`src/rtl/piso_register32.sv`:
```
// piso_register32: 32-bit parallel-in serial-out register with ready/valid load and shift handshake
module piso_register32 #(
  parameter int MSB_FIRST = 1
) (
  input  logic        clk,
  input  logic        reset_n,
  input  logic        load_valid,
  output logic        load_ready,
  input  logic [31:0] d,
  input  logic        shift_en,
  output logic        sout,
  output logic        sout_valid,
  output logic        done,
  output logic [5:0]  bit_cnt
);
  typedef enum logic [1:0] {IDLE, SHIFT, DONE} state_t;
  state_t      state, state_nx;
  logic [31:0] shreg, shreg_nx;
  logic [5:0]  cnt_nx;
  always_ff @(posedge clk) begin
    if (!reset_n) begin
      state   <= IDLE;
      shreg   <= '0;
      bit_cnt <= '0;
    end else begin
      state   <= state_nx;
      shreg   <= shreg_nx;
      bit_cnt <= cnt_nx;
    end
  end
  always_comb begin
    state_nx = state;
    shreg_nx = shreg;
    cnt_nx   = bit_cnt;
    if (state == IDLE && load_valid) begin
      state_nx = SHIFT;
      shreg_nx = d;
      cnt_nx   = 6'd32;
    end else if (state == SHIFT && shift_en) begin
      shreg_nx = (MSB_FIRST != 0) ? shreg << 1 : shreg >> 1;
      cnt_nx   = bit_cnt - 6'd1;
      state_nx = (bit_cnt == 6'd1) ? DONE : SHIFT;
    end else if (state != IDLE && state != SHIFT) begin
      state_nx = IDLE;
    end
  end
  // handshake outputs come from registered state only
  assign load_ready = (state == IDLE);
  assign sout_valid = (state == SHIFT);
  assign done       = (state == DONE);
  assign sout       = sout_valid & ((MSB_FIRST != 0) ? shreg[31] : shreg[0]);
endmodule

```
`config.mk`:
```
export PLATFORM = sky130hd
export DESIGN_NAME = piso_register32
export DESIGN_NICKNAME = d
export VERILOG_FILES = /design/src/rtl/piso_register32.sv
export SDC_FILE = /design/constraint.sdc
export NUM_CORES = 1
export LEC_CHECK = 0
export ABC_AREA = 1
export CAP_MARGIN = 40
export CORE_MARGIN = 8
export CORE_UTILIZATION = 45
export DETAILED_ROUTE_END_ITERATION = 10
export GPL_ROUTABILITY_DRIVEN = 1
export PLACE_DENSITY = 0.74
export SYNTH_ARGS = -nofsm -noshare
export SYNTH_HDL_FRONTEND = slang
export SYNTH_SLANG_ARGS = --single-unit
```
`constraint.sdc`:
```
create_clock -name clk -period 1.25 [get_ports clk]
set_input_delay 0.25 -clock clk [delete_from_list [all_inputs] [get_ports clk]]
set_output_delay 0.25 -clock clk [all_outputs]
set_load 0.005 [all_outputs]
```
==> results of run 1 <==
==> repair_timing <==
item                                   4_1_cts  5_1_grt
gates cloned                                 0        0
gates resized for setup                     27       10
endpoints found under the hold margin        0        0
setup endpoints to repair                   46       34
buffers inserted                             2        0
==> power breakdown <==
| group | internal, mW | switching [mW] | total [mW] |
|---|---|---|---|
| combinational | 0.292 | 0.261 | 0.553 |
| sequential | 1.36 | 0.0520 | 1.41 |
| clock | 0.705 | 0.452 | 1.16 |
| total | 2.36 | 0.765 | 3.12 |
==> stage by stage <==
| stage | worst slack [ns] | hold WS (ns) |
|---|---|---|
| global route | -0.0518 | 0.491 |
| finish | 0.0116 | 0.474 |
| global placement | -0.254 | 0.451 |
| floorplan | 0.106 | 0.397 |
| CTS | 0.00478 | 0.474 |
| detailed placement | -0.301 | 0.452 |
==> layer usage <==
layer  share of wire [%]  GRT usage, %  vias up  routed length (um)
met2                  46          22.0       46                1960
met1                  46          17.4      754                1960
met3                 6.1          3.83        5                 256
met4                 1.1          5.00        0                  45
met5                   0             0        -                   0
li1                    -             -      878                   -
==> cells by family (layout without fill, tap and decap cells) <==
logic type,count (synthesis),after routing,share of synthesized area [%]
AO/OA/AOI/OAI,43,43,17.5
adder cells (fa/ha/maj),2,2,1.37
buffers and inverters,29,87,8.66
flip-flops,40,40,44.0
AND/OR/NAND/NOR,120,120,28.5
==> placed cells by master, fill, tap and decap left out, types with 2 or more instances in the layout <==
cell / netlist / final
buf_2: 3 / 2
nand2_4: 2 / 2
inv_2: 2 / 4
dfxtp_2: 0 / 7
buf_4: 1 / 11
dlygate4sd2_1: 0 / 6
nand2_1: 87 / 86
a31oi_2: 10 / 10
clkbuf_8: 0 / 7
nor3_1: 5 / 4
o21ai_0: 4 / 3
ha_1: 2 / 2
nor2_1: 11 / 11
nand2_2: 10 / 11
a31oi_1: 19 / 19
inv_1: 12 / 10
dfxtp_1: 40 / 32
nand3_1: 2 / 2
a21oi_1: 8 / 8
clkdlybuf4s50_1: 0 / 35
buf_12: 0 / 6
==> cell type report <==
| type | count | area share, % |
|---|---|---|
| sequential | 40 | 31.5 |
| clock inverter | 1 | 1.16 |
| inverter | 17 | 3.00 |
| timing repair buffer | 62 | 24.4 |
| multi-input combinational | 165 | 33.8 |
| clock buffer | 7 | 3.73 |
| tap | 50 | 2.42 |
==> critical path: cells and delay by family (launching register included) <==
family | cells | cell delay [ns]
flip-flops | 1 | 0.36
buffers and inverters | 1 | 0.21
AND/OR/NAND/NOR | 1 | 0.12
==> flip-flops by register name (all words and copies together), names as in the netlist <==
| register | cells |
|---|---|
| shreg | 32 |
| bit_cnt | 6 |
| state | 2 |
==> how the worst max path moves through the flow <==
stage,from,end,slack [ns]
after global placement,shift_en,shreg[27],-0.25
after floorplan,state[0],shreg[16],0.11
final,state[0],load_ready,0.01
after global routing,state[1],bit_cnt[5],-0.05
after detailed placement,shift_en,shreg[25],-0.30
after CTS,state[1],done,0.005
==> results.yml, run 1 <==
outcome:
  run_status: "finished clean"
synthesis:
  synth.most_common_cell: "nand2_1"
  synth_edf_count: 0
  ys_types: 26
  syn_nets: 272
  mappedNetlistArea_mm2: 0.00182
  async_flop_share_pct: 0
  synth_area_leaders: "dfxtp_1 (44%), nand2_1 (18%), a31oi_2 (6.9%)"
  synth_top_area_share_pct: 44.0
  synth_largest_area_cell: "dfxtp_1"
  synthCells: 234
  synth_commonest_cells: "nand2_1 (87), dfxtp_1 (40), a31oi_1 (19), inv_1 (12), nor2_1 (11)"
  ys_ff_latch: 40
  synth-seq-area-share_pct: 44.0
  avgSynthCellArea_um2: 7.78
  synth_warnings: 0
  synth_flop_cell: "dfxtp_1"
critical_path:
  r2r-start: "state[0]"
  worstSetupPathType: "register to output pin"
  critPathLaunchType: "register"
  r2r_cells: 7
  critPathRequiredTime_ns: 1.00
  max_stage_delay_ns: 0.36
  cp_slowest_cell: "dfxtp_4"
  arrival_ns: 0.99
  cp_cell_sequence: "nor2_2, clkdlybuf4s15_1"
  worst-r2r-setup-slack_ns: 0.03
  cp_max_fo: 4
  setup.worst_path.end_class: "output pin"
  timing.rr.end: "shreg[19]"
global_route:
  grt_antenna_before_repair: 0
  overflow: 0
  grt_pass1_vias: 1595
  grt.total_usage_pct: 13.8
  grt_max_degree: 32
  grt_pass1_wl_um: 7110
sta:
  max-slew-margin-rel_pct: 83.1
  hold_violations: 0
  timing.final.crit_share_pct: 99.1
  rsz0062_at_grt: "yes"
  fin_crit_ns: 1.24
  worst_pin_slew_ns: 0.252
  final_max_slew_viol_count: 0
  setup_viol: 0
  clock_skew_ns: 0.00500
  max_freq_ghz: 0.808
  finalSetupTns_ns: 0
route:
  post-route-drc-count: 0
  wl_per_cell_um: 12.4
  drt_pass1_iterations: 4
  wl_um: 4230
  drtIter0Drc: 101
  via_count: 1683
  viasPerCell: 4.92
  antenna_left: 0
clock_tree:
  htree_levels: 2
  clock_latency_ns: 0.29
  cts_hold_buffers: 0
  path_clk_slew_ns: 0.08
  cts_tree: "done"
  clockRootBuffer: "clkbuf_8"
  cts_buffer_depth: 2
  numCtsBuffers: 5
  clock-sinks: 40
layout:
  diodes: 0
  fillCellCount: 350
  final_cells: 342
  synthToLayoutAreaGrowth_pct: 41.9
  final_core_util_pct: 65.5
  multi_input_area_um2: 873
  regArea_um2: 813
  layout.nets: 329
  drive_above_1_share_pct: 23.6
  stdcell_area_mm2: 0.00258
placed_design:
  dpl.hpwl_um: 3020
  placed_cell_area_mm2: 0.00243
  dp.cells: 332
  finalWeightedCongestion: 0.829
  port_buffers: 45
hold_path:
  hold_depth: 2
  hold_start: "shreg[3]"
  hold_path_class: "register to register"
  min_to: "shreg[3]"
die:
  core_area_mm2: 0.00394
  initial_core_util_pct: 46.2
  die_width_um: 79.6
  die_area_mm2: 0.00634
  rows: 23
  die_y_um: 79.6
  num_io_pins: 46
power:
  power_leakage_nw: 1.00
  ir_drop_uv: 627
  fin_total_pwr_mw: 3.12
  power_density_mw_per_mm2: 1210
run:
  cap_violations: 0
(Power assumes the default switching activity.)
==> run 2: changes to the inputs <==
CTS_CLUSTER_DIAMETER = 30   (was not set)
==> results of run 2 <==
Final layout, timing and power as in run 1 (identical DEF).
==> run 3: changes to the inputs <==
ABC_AREA = not set   (was 1)
MAX_ROUTING_LAYER = met4   (was not set)
PLACE_DENSITY = 0.75   (was 0.74)
clock period = 1.4 ns   (was 1.25 ns; I/O delays follow)
==> run 3 against run 2 <==
  * The run now ends with negative setup slack left
  * Sequential share of layout area up 1.1 points
  * Clock skew down 0.0021 ns
  * Synthesized cell count down 15%
  * Critical path depth up 3
  * Flip-flop and latch count unchanged
  * Sequential power down 11%
  * Routed wire length up 8.5%
  * Cell count down 11%
  * Power down 13%
  * Critical endpoint is now bit_cnt[4]
  * Worst hold slack worse by 0.0074 ns
  * First-iteration DRC count up 29%
  * Global-route usage up 1.0 points
==> results.yml, run 3 <==
clock_tree:
  clock-sinks: 40
  clockRootBuffer: "clkbuf_8"
  cts_tree: "done"
  path_clk_slew_ns: 0.08
  clock_latency_ns: 0.29
  cts_hold_buffers: 0
  cts_buffer_depth: 2
  numCtsBuffers: 5
  htree_levels: 2
placed_design:
  finalWeightedCongestion: 0.816
  dp.cells: 289
  port_buffers: 45
  placed_cell_area_mm2: 0.00230
  dpl.hpwl_um: 3010
power:
  fin_total_pwr_mw: 2.72
  power_density_mw_per_mm2: 1080
  ir_drop_uv: 630
  power_leakage_nw: 0.956
synthesis:
  synth.most_common_cell: "dfxtp_1"
  synth_flop_cell: "dfxtp_1"
  async_flop_share_pct: 0
  synth_edf_count: 0
  syn_nets: 236
  synthCells: 198
  synth_commonest_cells: "dfxtp_1 (40), a21oi_1 (32), nand3_1 (31), a22oi_1 (29), nand2_1 (10)"
  synth_largest_area_cell: "dfxtp_1"
  synth-seq-area-share_pct: 44.9
  synth_top_area_share_pct: 44.9
  mappedNetlistArea_mm2: 0.00178
  ys_types: 39
  synth_area_leaders: "dfxtp_1 (45%), a22oi_1 (12%), a21oi_1 (9.0%)"
  avgSynthCellArea_um2: 9.00
  synth_warnings: 0
  ys_ff_latch: 40
die:
  initial_core_util_pct: 45.6
  rows: 23
  die_width_um: 78.9
  die_y_um: 78.9
  num_io_pins: 46
  die_area_mm2: 0.00623
  core_area_mm2: 0.00391
global_route:
  grt_max_degree: 31
  grt.total_usage_pct: 14.9
  overflow: 0
  grt_antenna_before_repair: 0
  grt_pass1_wl_um: 7460
  grt_pass1_vias: 1632
critical_path:
  critPathLaunchType: "input port"
  cp_cell_sequence: "clkdlybuf4s50_1, nor3b_4, buf_4, or3_1, o31ai_1"
  cp_max_fo: 4
  critPathRequiredTime_ns: 1.59
  max_stage_delay_ns: 0.43
  setup.worst_path.end_class: "register"
  arrival_ns: 1.60
  cp_slowest_cell: "clkdlybuf4s50_1"
  worstSetupPathType: "input port to register"
layout:
  reg.largest.list: "shreg (32), bit_cnt (6), state (2)"
  synthToLayoutAreaGrowth_pct: 41.8
  multi_input_area_um2: 881
  final_cell_mix: "clkdlybuf4s50_1 (34), a21oi_1 (32), dfxtp_1 (32), nand3_1 (31), a22oi_1 (29)"
  stdcell_area_mm2: 0.00253
  final_cells: 303
  top_register: "shreg"
  drive_above_1_share_pct: 19.8
  regArea_um2: 823
  diodes: 0
  layout.nets: 290
  final_core_util_pct: 64.6
  layout_commonest_cell: "clkdlybuf4s50_1"
  largest_reg_flops: 32
  fillCellCount: 360
route:
  drtIter0Drc: 130
  viasPerCell: 5.65
  antenna_left: 0
  via_count: 1712
  wl_per_cell_um: 15.1
  post-route-drc-count: 0
  wl_um: 4580
  drt_pass1_iterations: 4
sta:
  setup_viol: 1
  clock_skew_ns: 0.00290
  max-slew-margin-rel_pct: 78.3
  worst_pin_slew_ns: 0.321
  timing.final.crit_share_pct: 101
  final_max_slew_viol_count: 0
  hold_violations: 0
  rsz0062_at_grt: "yes"
  fin_crit_ns: 1.41
  max_freq_ghz: 0.707
  setup_slack_ns: -0.0136
outcome:
  violations: "negative setup slack"
  run_status: "finished, violations left"
hold_path:
  hold_path_class: "register to register"
run:
  cap_violations: 0
## run 3: cell count changes after synthesis, sizes merged, moves of 4 or more
cell,before,now
nand2,99,10
a22oi,0,29
nand3,3,31
a31oi,29,2
a21oi,8,32
inv,15,3
nor2,12,5
buf,9,15
nor3,5,1
## run 3: power by group
group          internal (mW)  total [mW]  leakage (nW)  switching, mW
sequential              1.21        1.25         0.333         0.0433
combinational          0.261       0.480         0.562          0.219
clock                  0.583       0.990        0.0614          0.408
total                   2.05        2.72         0.956          0.670
## run 3: kinds of logic after synthesis
group | share of synthesized area, %
flops | 44.9
fa+ha+maj | 1.40
compound gates | 26.6
simple gates | 19.2
buf+inv | 7.44
xor+xnor | 0.491
## run 3: critical path, delay by kind of cell
kind	cells	cell delay, ns
buf+inv	2	0.57
simple gates	2	0.51
compound gates	1	0.24
## run 3: final cells by class
type	count	area share, %
Clock buffer	6	3.27
Clock inverter	2	1.53
Inverter	3	0.445
Multi-Input combinational cell	136	34.8
Sequential cell	40	32.6
Tap cell	50	2.47
Timing Repair Buffer	66	24.9
## run 3: stage by stage
stage	setup slack, ns	hold slack, ns	TNS (ns)
global route	-0.0601	0.492	-0.362
finish	-0.0136	0.466	-0.0136
CTS	-0.000661	0.469	-0.000661
floorplan	0.0705	0.398	0
global placement	-0.294	0.454	-10.97
detailed placement	-0.311	0.458	-10.84
## run 3: routing by layer
layer / vias up / global-route usage (%) / wire length, um / part of all wire [%]
met4: 0 / 5.00 / 55 / 1.2
met5: - / - / 0 / 0
li1: 847 / - / - / -
met3: 7 / 4.06 / 235 / 5.1
met2: 48 / 22.9 / 2160 / 47
met1: 810 / 18.3 / 2130 / 47
## run 3: repair_timing
action | in CTS | in global routing
setup endpoints to repair | 12 | 32
setup buffers | 5 | 1
gates resized for setup | 31 | 11
pin swaps | 0 | 2
## run 3: final timing paths
| path | from | endpoint | slack, ns | cells after the start |
|---|---|---|---|---|
| worst max-delay path | load_valid | bit_cnt[4] | -0.01 | 5 |
| worst min-delay path | shreg[4] | shreg[4] | 0.47 | 2 |
| worst max register to register | state[1] | bit_cnt[3] | 0 | 4 |
| worst min register to register | shreg[4] | shreg[4] | 0.47 | 2 |
